<file path="src/rtl/rover_sensor_pkg.sv">
// Shared constants and helpers for the rover sensor front end.
package rover_sensor_pkg;

   localparam int DEFAULT_CHANNELS        = 4;
   localparam int DEFAULT_SYNC_STAGES     = 2;
   localparam int DEFAULT_DEBOUNCE_CYCLES = 16;

   // Width of a counter that must hold 0..cycles.
   function automatic int counter_width(input int cycles);
      return (cycles < 1) ? 1 : $clog2(cycles + 1);
   endfunction

endpackage

</file>
<file path="src/rtl/sensor_channel_filter.sv">
// One sensor channel: synchroniser, polarity normalisation, stable-time
// debounce filter and registered rise/fall pulses.
module sensor_channel_filter
   import rover_sensor_pkg::*;
#(
   parameter int   SYNC_STAGES     = DEFAULT_SYNC_STAGES,
   parameter int   DEBOUNCE_CYCLES = DEFAULT_DEBOUNCE_CYCLES,
   parameter logic INVERT          = 1'b1
) (
   input  logic clock,
   input  logic reset_n,
   input  logic sensor,
   output logic rebuilt,
   output logic rise_pulse,
   output logic fall_pulse
);

   if (SYNC_STAGES < 2) begin : g_bad_sync
      $error("sensor_channel_filter: SYNC_STAGES must be >= 2");
   end
   if (DEBOUNCE_CYCLES < 1) begin : g_bad_debounce
      $error("sensor_channel_filter: DEBOUNCE_CYCLES must be >= 1");
   end

   localparam int            CW   = counter_width(DEBOUNCE_CYCLES);
   localparam logic [CW-1:0] LAST = CW'(DEBOUNCE_CYCLES - 1);

   logic [SYNC_STAGES-1:0] sync_q;
   logic [CW-1:0]          count_q, count_d;
   logic                   rebuilt_d, rise_d, fall_d;
   logic                   level;

   // Idle raw level is preloaded so the normalised level starts inactive.
   // NOTE: sequential state uses non-blocking assignments so every flop
   // samples the pre-edge value of its neighbours; blocking here would
   // collapse the synchroniser into a single stage.
   always_ff @(posedge clock or negedge reset_n) begin
      if (!reset_n) begin
         sync_q <= {SYNC_STAGES{INVERT}};
      end else begin
         sync_q <= {sync_q[SYNC_STAGES-2:0], sensor};
      end
   end

   assign level = sync_q[SYNC_STAGES-1] ^ INVERT;

   // NOTE: every output of this block gets a default first so no path
   // leaves a variable unassigned, which would infer a latch.
   always_comb begin
      count_d   = count_q;
      rebuilt_d = rebuilt;
      rise_d    = 1'b0;
      fall_d    = 1'b0;
      if (level == rebuilt) begin
         count_d = '0;
      end else if (count_q == LAST) begin
         count_d   = '0;
         rebuilt_d = level;
         rise_d    = level;
         fall_d    = ~level;
      end else begin
         count_d = count_q + CW'(1);
      end
   end

   always_ff @(posedge clock or negedge reset_n) begin
      if (!reset_n) begin
         count_q    <= '0;
         rebuilt    <= 1'b0;
         rise_pulse <= 1'b0;
         fall_pulse <= 1'b0;
      end else begin
         count_q    <= count_d;
         rebuilt    <= rebuilt_d;
         rise_pulse <= rise_d;
         fall_pulse <= fall_d;
      end
   end

endmodule

</file>
<file path="src/rtl/sensor_debounce_sync.sv">
// Multi-channel sensor front end: per-channel filters plus sticky event
// flags and a combined activity indicator.
module sensor_debounce_sync
   import rover_sensor_pkg::*;
#(
   parameter int                  CHANNELS        = DEFAULT_CHANNELS,
   parameter int                  SYNC_STAGES     = DEFAULT_SYNC_STAGES,
   parameter int                  DEBOUNCE_CYCLES = DEFAULT_DEBOUNCE_CYCLES,
   parameter logic [CHANNELS-1:0] INVERT_MASK     = {CHANNELS{1'b1}}
) (
   input  logic                clock,
   input  logic                reset_n,
   input  logic [CHANNELS-1:0] sensors,
   input  logic [CHANNELS-1:0] clear_events,
   output logic [CHANNELS-1:0] rebuilt_signal,
   output logic [CHANNELS-1:0] rise_pulse,
   output logic [CHANNELS-1:0] fall_pulse,
   output logic [CHANNELS-1:0] event_flags,
   output logic                any_active
);

   if (CHANNELS < 1) begin : g_bad_channels
      $error("sensor_debounce_sync: CHANNELS must be >= 1");
   end

   for (genvar i = 0; i < CHANNELS; i++) begin : g_ch
      sensor_channel_filter #(
         .SYNC_STAGES     (SYNC_STAGES),
         .DEBOUNCE_CYCLES (DEBOUNCE_CYCLES),
         .INVERT          (INVERT_MASK[i])
      ) u_filter (
         .clock      (clock),
         .reset_n    (reset_n),
         .sensor     (sensors[i]),
         .rebuilt    (rebuilt_signal[i]),
         .rise_pulse (rise_pulse[i]),
         .fall_pulse (fall_pulse[i])
      );
   end

   // A rise in the same cycle as a clear keeps the flag set.
   always_ff @(posedge clock or negedge reset_n) begin
      if (!reset_n) begin
         event_flags <= '0;
      end else begin
         event_flags <= (event_flags & ~clear_events) | rise_pulse;
      end
   end

   assign any_active = |rebuilt_signal;

endmodule

</file>
<file path="config.mk">
export PLATFORM = sky130hd
export DESIGN_NAME = sensor_debounce_sync
export DESIGN_NICKNAME = d
export VERILOG_FILES = /design/src/rtl/rover_sensor_pkg.sv /design/src/rtl/sensor_channel_filter.sv /design/src/rtl/sensor_debounce_sync.sv
export SDC_FILE = /design/constraint.sdc
export NUM_CORES = 1
export LEC_CHECK = 0
export CAP_MARGIN = 15
export CORE_ASPECT_RATIO = 1.25
export CORE_MARGIN = 2
export CORE_UTILIZATION = 52
export CTS_CLUSTER_DIAMETER = 200
export DETAILED_ROUTE_END_ITERATION = 12
export DONT_BUFFER_PORTS = 1
export HOLD_SLACK_MARGIN = 0.1
export MAX_ROUTING_LAYER = met4
export PLACE_DENSITY = 0.67
export SYNTH_ARGS = -nofsm -noshare
export SYNTH_HDL_FRONTEND = slang
export SYNTH_SLANG_ARGS = --single-unit
</file>
<file path="constraint.sdc">
create_clock -name clock -period 3.63 [get_ports clock]
set_clock_uncertainty 0.1 [all_clocks]
set_input_delay 0.363 -clock clock [delete_from_list [all_inputs] [get_ports clock]]
set_output_delay 0.363 -clock clock [all_outputs]
set_load 0.01 [all_outputs]
</file>
Yosys cells after proc, flatten, opt, wreduce, memory -nomap -nowiden. Index checks and enable logic that the tools add are counted.

Word-level logic and storage cells: 73. Flip-flop bits (word level): 44. Output and inout bits: 17. Input bits: 10.

Eq/ne operators: 8. Multiplexer cells: 24. Add/subtract/negate cells: 4. Reduce and logical (&&, ||, !) cells: 5. Bitwise logic cells: 11.

Operator list (number): $mux 5 (8); $add 5x1->5 const B (4); $eq 5x4->1 const B (4); $mux 1 (16); $not 1->1 (8); $reduce_and 2->1 (4); $and 4x4->4 (1); $eq 1x1->1 (4); $not 4->4 (1); $or 4x4->4 (1); $reduce_or 4->1 (1).

Depth between registers and ports, before layout. Gate-level depths: netlist of the first run.

Depth after elaboration: 4. Depth in mapped cells: 4. Gate-level depth less buffers: 4.

Cells and area by module. Synthesis of the first run repeated with hierarchy kept, for this count alone.

Cells, all modules: 125. Area, all modules: 1654.1 um^2.

By module, submodules not included: sensor_channel_filter (sequential area each 252.7 um^2, area an instance 375.4 um^2, times used 4, cells an instance 28); sensor_debounce_sync (sequential area each 100.1 um^2, area an instance 152.6 um^2, times used 1, cells an instance 13).

Worst setup path after synthesis of the first run. OpenSTA, ideal clock, no wires.

Path kind: reg2out. From: register g_ch[2].u_filter.rebuilt. To: output port any_active. Required time: 3.167 ns. Buffers on the path: 0. Arrival: 0.987 ns. Path slack: 2.180 ns. Stages on the path, launching flop included: 2. Cell sequence: dfrtp_1 -> or4_1.

Longest elaborated chain between the ends: 1.

RTL lines: start, declared (RTL line sensor_channel_filter.sv:13) `output logic rebuilt,`; start signal, assigned (RTL line sensor_channel_filter.sv:74) `rebuilt <= rebuilt_d;`; $reduce_or 4->1 (RTL line sensor_debounce_sync.sv:50) `assign any_active = |rebuilt_signal;`; end, declared (RTL line sensor_debounce_sync.sv:19) `output logic any_active`.

No other way between the ends.

Worst setup path after layout of the first run. Same ends and word-level chain as after synthesis.

==> impl_metrics.toml, run 1 <==
[yosys]
ys_top_cells_by_count = "dfrtp_1, nand2_1, buf_4, nor2_1"
yosys.area.top_type = "dfrtp_1"
seq_area_frac_synth = 0.660
syn_area_sq_mm = 0.00168
syn_nets = 151
syn_area_per_cell_sq_um = 12.3
synth_top_area_share = 0.535
yosysWarnings = 0
yosysMostFrequentCell = "dfrtp_1"
synthArstFlopShare = 1.00
synth-seq-cells = 44
synth_top_flop_cell = "dfrtp_1"
synth.distinct_cells = 18
synthCells = 137
synth_edf_count = 0
synth_area_leaders = "dfrtp_1, dfstp_2, buf_4"

[pwr]
p_leak_nw = 0.912
p_clk_frac = 0.354
power.internal_mw = 0.681
power.share.switching = 0.215
combPwrFrac = 0.045
switchingPower_mw = 0.187
ir_drop_mv = 0.360
power.density_mw_per_mm2 = 481
pwr-share-seq = 0.601
finalPower_mw = 0.868

[die]
start_util = 0.532
die_h_microns = 67.6
ioPinCount = 27
core_area_sq_mm = 0.00317
dieArea_sq_mm = 0.00371
die_x_microns = 54.9
num_rows = 23

[clock_tree]
post_cts_buffers = 0
path_clk_slew_ns = 0.08
insertion_delay_ns = 0.29
cts_tree = "done"
cts.htree.levels = 2
cts_root_buf = "clkbuf_8"
cts-resized-gates = 0
cts_buffers = 5
cts_max_path_buffers = 2
cts.sink_count = 44

[critical_path]
worstSetupPathType = "reg -> out"
path_delay_family = "simple AND/OR/NAND/NOR gates"
cp_cell_sequence = "or4_1"
cp_slowest_cell = "or4_1"
crit_fanout = 6
crit_arrival_ns = 1.38
worst-path-buf-inv = 0
end_kind = "primary output"
startpoint_type = "flip-flop"
max_stage_delay_ns = 0.62
cp.required_ns = 3.17

[sta]
tightestPinTransition_ns = 0.320
fmax_ghz = 0.541
setup_tns_ns = 0
min_period_ns = 1.85
hold_viol = 0
drv_slew = 0
whs_ns = 0.133
setup_viol = 0
relSlewSlack = 0.785
grt_setup_unrepaired = "false"
fin_crit_sh = 0.509

[global_routing]
grtUsageMet1 = 0.180
grt_use_met2 = 0.246
grt_pass1_vias = 951
met3_usage = 0.0708
grt_pass1_wl_microns = 4110
antenna_found_initial = 0
grt_start_max_net_pins = 45
grt_overflow_total = 0
grtUsageTotal = 0.164
top_usage_layer = "met2"

[final_layout]
seq_area_sq_mm = 0.00111
multi_input_area_sq_um = 468
antennaDiodeCount = 0
postLayoutCellArea_sq_mm = 0.00180
syn_to_final_growth_pct = 7.13
drive_above_1_share = 0.115
fillers = 263
final_nets = 152

[place]
gp_congestion = 0.695
io_buffers = 0
dpl_cell_area_sq_mm = 0.00164
hpwlAfterDp_microns = 1630

[routing]
dr_total_vias = 926
drcViolationCount = 0
drtIter0Drc = 25
wl_per_cell_microns = 13.6
wl_microns = 2390
ant_nets = 0
drt-pass1-iter-count = 4
vias_per_cell = 5.26

[run]
drv_cap = 0

[run_status]
outcome = "finished, final reports clean"

[worst_hold_path]
hold_path_class = "in -> reg"
-- power groups by stage --
stage / logic, mW / clock network, mW / registers, mW
after CTS: 0.0408 / 0.321 / 0.521
after global placement: 0.0216 / 0 / 0.530
after detailed placement: 0.0240 / 0 / 0.531
after floorplan: 0.0193 / 0 / 0.528
final: 0.0392 / 0.307 / 0.521
after global routing: 0.0457 / 0.349 / 0.524
-- sequential cells by signal (all words and copies together) (netlist names) --
signal	count
g_ch.u_filter.fall_pulse	4
g_ch.u_filter.count_q	20
g_ch.u_filter.rebuilt	4
g_ch.u_filter.sync_q	8
event_flags	4
g_ch.u_filter.rise_pulse	4
-- per-layer routing --
layer | part of all wire | wire, microns
met1 | 0.41 | 984
met2 | 0.51 | 1220
met3 | 0.057 | 137
met4 | 0.020 | 48
met5 | 0 | 0
-- final timing paths --
kind	slack, ns	endpoint	depth (start not counted)	from
worst max-delay path	1.78	any_active	1	g_ch[2].u_filter.rebuilt$_DFFE_PN0P_
worst min-delay path	0.13	event_flags[3]$_DFF_PN0_	2	clear_events[3]
worst max register to register	2.34	g_ch[1].u_filter.count_q[1]$_DFF_PN0_	3	g_ch[1].u_filter.count_q[0]$_DFF_PN0_
worst min register to register	0.25	g_ch[0].u_filter.sync_q[1]$_DFF_PN1_	0	g_ch[0].u_filter.sync_q[0]$_DFF_PN1_
max in group asynchronous	2.73	g_ch[0].u_filter.sync_q[0]$_DFF_PN1_	2	reset_n
min in group asynchronous	0.43	g_ch[0].u_filter.count_q[3]$_DFF_PN0_	2	reset_n
-- cell usage in the layout (no fill, tap or decap) --
master / instances
dfrtp_1: 36
nand2_1: 16
nor2_1: 12
xor2_1: 8
dfstp_2: 8
clkbuf_8: 6
dlygate4sd3_1: 5
nand4b_1: 4
xnor2_1: 4
nand3_1: 4
and2_1: 4
and3_1: 4
inv_1: 4
a21o_1: 4
a31oi_1: 4
nor3_1: 4
o21ai_0: 4
ha_1: 4
or4_1: 1
clkinvlp_4: 1
clkbuf_1: 1
buf_12: 1
-- cell type report --
type / count / area share
multi-input cells: 77 / 0.259
inverters: 4 / 0.00832
clock inverters: 1 / 0.00416
repair buffers: 6 / 0.0388
clock buffers: 7 / 0.0479
well taps: 37 / 0.0257
flip-flops and latches: 44 / 0.616
-- logic make-up after synthesis --
kind of cell,synth area share
DFF,0.660
and+or+nand+nor,0.141
buffers and inverters,0.0624
AOI/OAI and AO/OA,0.0446
adders and majority gates,0.0297
xor gates and xnor gates,0.0624
-- metrics by stage --
step / utilization / worst slack, ns / instances
after floorplan: - / 2.18 / 137
after global placement: 0.518 / 2.10 / 162
after detailed placement: 0.518 / 2.10 / 162
after CTS: 0.570 / 1.77 / 176
after global routing: 0.570 / 1.71 / 176
final: 0.570 / 1.78 / 176
-- repair_timing --
action | in CTS | in global routing
hold endpoints to repair | 48 | 0
setup endpoints to repair | 0 | 0
hold buffers | 6 | 0
No activity file was read; power rests on OpenSTA's default activity.
==> inputs of run 2 (changes only) <==
Settings changed: ABC_AREA set to 1.
Clock period 3.63 ns to 1.7 ns, I/O delays scaled along.
==> impl_metrics.toml, run 2 <==
[run_status]
outcome = "finished, final reports clean"

[die]
num_rows = 24
start_util = 0.536
die_x_microns = 57.4
ioPinCount = 27
die_h_microns = 70.7
core_area_sq_mm = 0.00345
dieArea_sq_mm = 0.00405

[place]
io_buffers = 0
hpwlAfterDp_microns = 1960
dpl_cell_area_sq_mm = 0.00181
gp_congestion = 0.830

[yosys]
synth_top_area_share = 0.487
syn_area_sq_mm = 0.00185
yosys.area.top_type = "dfrtp_1"
muxShareOfSynthArea = 0
synthCells = 196
synth-seq-cells = 44
ys_top_cells_by_count = "nand2_1, dfrtp_1, nor2_1"
seq_area_frac_synth = 0.600
synth_top_family_by_area = "simple AND/OR/NAND/NOR gates"
synthSimpleGateAreaFrac = 0.246
syn_nets = 210
yosysWarnings = 0
synthXorXnorAreaFrac = 0
synth_edf_count = 0
yosys.area_share.adder = 0.0270
synthArstFlopShare = 1.00
yosysMostFrequentCell = "nand2_1"
synth_compound_area_frac = 0.0189
synth.distinct_cells = 14
syn_area_per_cell_sq_um = 9.44
synth_top_flop_cell = "dfrtp_1"
synth_area_leaders = "dfrtp_1, dfstp_2, nand2_1"

[routing]
drtIter0Drc = 45
wl_microns = 2730
vias_per_cell = 4.97
ant_nets = 0
dr_total_vias = 1197
drt-pass1-iter-count = 4
wl_per_cell_microns = 11.3
drcViolationCount = 0

[pwr]
p_leak_nw = 1.06
ir_drop_mv = 0.873
finalPower_mw = 1.82
power.density_mw_per_mm2 = 909

[critical_path]
max_stage_delay_ns = 0.46
crit_arrival_ns = 1.06
startpoint_type = "flip-flop"
cp_cell_sequence = "inv_1 -> nand4_1"
end_kind = "primary output"
worstSetupPathType = "reg -> out"
cp_slowest_cell = "dfrtp_1"
crit_fanout = 5
cp.required_ns = 1.43

[clock_tree]
insertion_delay_ns = 0.29
cts_root_buf = "clkbuf_8"
cts_max_path_buffers = 2
path_clk_slew_ns = 0.08
cts.sink_count = 44
cts.htree.levels = 2
cts_buffers = 5
cts_tree = "done"

[sta]
min_period_ns = 1.33
tightestPinTransition_ns = 0.227
relSlewSlack = 0.848
hold_viol = 0
grt_setup_unrepaired = "false"
setup_tns_ns = 0
fin_crit_sh = 0.784
fmax_ghz = 0.751
setup_viol = 0
whs_ns = 0.248
drv_slew = 0

[final_layout]
largest-register = "g_ch.u_filter.count_q"
final_core_utilization = 0.579
final_cell_mix = "nand2_1, dfrtp_1, nor2_1"
largest_reg_flops = 20
drive_above_1_share = 0.0990
postLayoutCellArea_sq_mm = 0.00200
top_regs = "g_ch.u_filter.count_q (20), g_ch.u_filter.sync_q (8)"
antennaDiodeCount = 0
syn_to_final_growth_pct = 8.05
fillers = 291
final_common_cell = "nand2_1"
final_nets = 215

[worst_hold_path]
hold_path_class = "reg -> reg"

[global_routing]
grt_pass1_wl_microns = 4930
grt_start_max_net_pins = 45
grtUsageTotal = 0.161
antenna_found_initial = 0
grt_pass1_vias = 1184
grt_overflow_total = 0

[run]
drv_cap = 0
[run 2: changes by cell type in the layout (fill, tap and decap cells not counted), moves of 8 or more]
cell	before	now
xor2_1	8	0
nand2_1	16	45
inv_1	4	29
nor2_1	12	30
nand4_1	0	10
[run 2: worst paths after layout]
check	endpoint	startpoint	cells past startpoint	slack (ns)
hold reg to reg	g_ch[2].u_filter.sync_q[1]$_DFF_PN1_	g_ch[2].u_filter.sync_q[0]$_DFF_PN1_	0	0.25
setup reg to reg	g_ch[3].u_filter.count_q[3]$_DFF_PN0_	g_ch[3].u_filter.count_q[0]$_DFF_PN0_	4	0.50
hold / removal	g_ch[2].u_filter.sync_q[1]$_DFF_PN1_	g_ch[2].u_filter.sync_q[0]$_DFF_PN1_	0	0.25
max in group asynchronous	g_ch[3].u_filter.sync_q[1]$_DFF_PN1_	reset_n	2	0.96
setup / recovery	any_active	g_ch[3].u_filter.rebuilt$_DFFE_PN0P_	2	0.37
min in group asynchronous	g_ch[2].u_filter.rebuilt$_DFFE_PN0P_	reset_n	2	0.26
[run 2: kinds of logic (layout without fill, tap and decap cells)]
| logic type | after synthesis | count (layout) |
|---|---|---|
| compound gates | 5 | 5 |
| buf+inv | 41 | 47 |
| flops | 44 | 44 |
| fa+ha+maj | 4 | 4 |
| simple gates | 102 | 102 |
[run 2: cell type report]
type | instances | area [sq um] | share of cell area
clock buffers | 8 | 80.1 | 0.0401
inverters | 29 | 109 | 0.0544
multi-input cells | 111 | 541 | 0.270
flip-flops and latches | 44 | 1110 | 0.556
well taps | 39 | 48.8 | 0.0244
repair buffers | 10 | 110 | 0.0551
[run 2: through the flow]
| step | setup slack [ns] | cells |
|---|---|---|
| 2_1_floorplan | 0.607 | 196 |
| 5_1_grt | 0.299 | 241 |
| 3_3_place_gp | 0.550 | 223 |
| 6_report | 0.368 | 241 |
| 3_5_place_dp | 0.519 | 223 |
| 4_1_cts | 0.357 | 241 |
[run 2: metal layers]
metal,GRT usage,up-vias,share of wire
met5,-,-,0
met1,0.186,563,0.43
li1,-,605,-
met2,0.261,25,0.51
met4,0.0543,0,0.016
met3,0.0548,4,0.046
[run 2: worst max-delay path, delay by kind of cell (launching register included)]
family | cells | cell delay, ns
flip-flops | 1 | 0.46
AND/OR/NAND/NOR | 1 | 0.19
buffers and inverters | 1 | 0.12
[run 2: power by group]
| group | leakage [nW] | switching (mW) | internal, mW |
|---|---|---|---|
| Sequential | 0.577 | 0.0292 | 1.09 |
| Combinational | 0.447 | 0.0597 | 0.0439 |
| Clock | 0.0395 | 0.307 | 0.292 |
[run 2: timing repair]
action / in CTS / in global routing
hold endpoints to repair: 52 / 0
buffers inserted: 0 / 0
hold buffers: 10 / 0
gates resized for setup: 0 / 0
==> inputs of run 3 (changes only) <==
Clock period 1.7 ns to 1.3 ns, I/O delays scaled along.
==> impl_metrics.toml, run 3 (synthesis results as in run 2) <==
[sta]
fin_crit_sh = 0.952
fmax_ghz = 0.808
drv_slew = 0
hold_viol = 0
setup_viol = 0
tightestPinTransition_ns = 0.224
min_period_ns = 1.24
setup_tns_ns = 0
relSlewSlack = 0.850
grt_setup_unrepaired = "false"

[critical_path]
cp.required_ns = 1.07
crit_arrival_ns = 1.01
startpoint_type = "flip-flop"
end_kind = "primary output"
cp_cell_sequence = "inv_2 -> nand4_1"
cp_slowest_cell = "dfrtp_2"
path_delay_family = "flip-flops"
max_stage_delay_ns = 0.46
worst-path-buf-inv = 1
worstSetupPathType = "reg -> out"
crit_fanout = 5

[die]
core_area_sq_mm = 0.00345
num_rows = 24
die_h_microns = 70.7
ioPinCount = 27
die_x_microns = 57.4
dieArea_sq_mm = 0.00405
start_util = 0.536

[worst_hold_path]
hold_path_class = "in -> async"

[run]
drv_cap = 0

[pwr]
power.internal_mw = 1.86
ir_drop_mv = 0.947
p_clk_frac = 0.327
finalPower_mw = 2.37
power.density_mw_per_mm2 = 1180
combPwrFrac = 0.058
p_leak_nw = 1.06
switchingPower_mw = 0.514
pwr-share-seq = 0.615
power.share.switching = 0.216

[final_layout]
final_nets = 215
top_regs = "g_ch.u_filter.count_q (20), g_ch.u_filter.sync_q (8)"
largest-register = "g_ch.u_filter.count_q"
final_common_cell = "nand2_1"
largest_reg_flops = 20
seq_area_sq_mm = 0.00112
final_cell_mix = "nand2_1, dfrtp_1, nor2_1"
antennaDiodeCount = 0
final_core_utilization = 0.581
syn_to_final_growth_pct = 8.45
fillers = 299
drive_above_1_share = 0.144
multi_input_area_sq_um = 543
layoutNonFillerInstCount = 241

[clock_tree]
cts.htree.levels = 2
cts_buffers = 5
cts_root_buf = "clkbuf_8"
insertion_delay_ns = 0.29
cts_tree = "done"
path_clk_slew_ns = 0.08
cts.sink_count = 44
cts_max_path_buffers = 2

[routing]
wl_per_cell_microns = 11.6
drtIter0Drc = 48
drcViolationCount = 0
drt-pass1-iter-count = 4
ant_nets = 0
dr_total_vias = 1191
wl_microns = 2790
vias_per_cell = 4.94

[place]
gp_congestion = 0.830
hpwlAfterDp_microns = 1960
place_inst = 223
io_buffers = 0

[global_routing]
grt_start_max_net_pins = 45
grt_overflow_total = 0
grt_pass1_vias = 1183
grtUsageTotal = 0.162
grt_pass1_wl_microns = 4970
antenna_found_initial = 0

[run_status]
outcome = "finished, final reports clean"
run 3: layer usage:
metal	wire, microns	part of all wire	global-route usage
met3	127	0.046	0.0475
met5	0	0	-
met2	1440	0.52	0.265
met4	45	0.016	0.0568
met1	1170	0.42	0.188
run 3: layout make-up:
cell class	instances	share of cell area
Sequential cell	44	0.556
Multi-Input combinational cell	111	0.271
Timing Repair Buffer	10	0.0549
Inverter	29	0.0542
Clock buffer	8	0.0399
Tap cell	39	0.0243
run 3: through the flow:
stage / hold WS (ns) / setup WS [ns] / cell area (sq um)
floorplan: -0.266 / 0.207 / 1850
global placement: -0.265 / 0.150 / 1810
detailed placement: -0.265 / 0.113 / 1810
CTS: 0.210 / 0.00388 / 2000
global route: 0.245 / 0.00986 / 2010
finish: 0.226 / 0.0629 / 2010
run 3: power groups by stage:
stage          Sequential (mW)  Clock (mW)  Combinational (mW)
5_1_grt                   1.47       0.867               0.161
6_report                  1.46       0.777               0.137
3_5_place_dp              1.49           0              0.0837
3_3_place_gp              1.48           0              0.0784
4_1_cts                   1.46       0.806               0.139
2_1_floorplan             1.48           0              0.0696
run 3: worst register-to-register path: cells and delay by family (launching register included):
kind / cells / cell delay, ns
flops: 1 / 0.40
simple gates: 3 / 0.38
fa+ha+maj: 1 / 0.21
run 3: repair_timing:
action / 4_1_cts / 5_1_grt
hold endpoints to repair: 52 / 0
pin swaps: 0 / 1
resized for setup: 1 / 8
hold buffers: 10 / 0
buffers inserted: 0 / 0
setup endpoints to repair: 1 / 2
run 3: final timing paths:
check / endpoint / startpoint / cells past startpoint / slack (ns)
setup / recovery: any_active / g_ch[2].u_filter.rebuilt$_DFFE_PN0P_ / 2 / 0.06
hold / removal: g_ch[2].u_filter.rebuilt$_DFFE_PN0P_ / reset_n / 2 / 0.23
setup reg to reg: g_ch[3].u_filter.count_q[3]$_DFF_PN0_ / g_ch[3].u_filter.count_q[0]$_DFF_PN0_ / 4 / 0.11
hold reg to reg: g_ch[2].u_filter.sync_q[1]$_DFF_PN1_ / g_ch[2].u_filter.sync_q[0]$_DFF_PN1_ / 0 / 0.25
max in group asynchronous: g_ch[3].u_filter.sync_q[1]$_DFF_PN1_ / reset_n / 2 / 0.60
min in group clock: g_ch[2].u_filter.sync_q[1]$_DFF_PN1_ / g_ch[2].u_filter.sync_q[0]$_DFF_PN1_ / 0 / 0.25
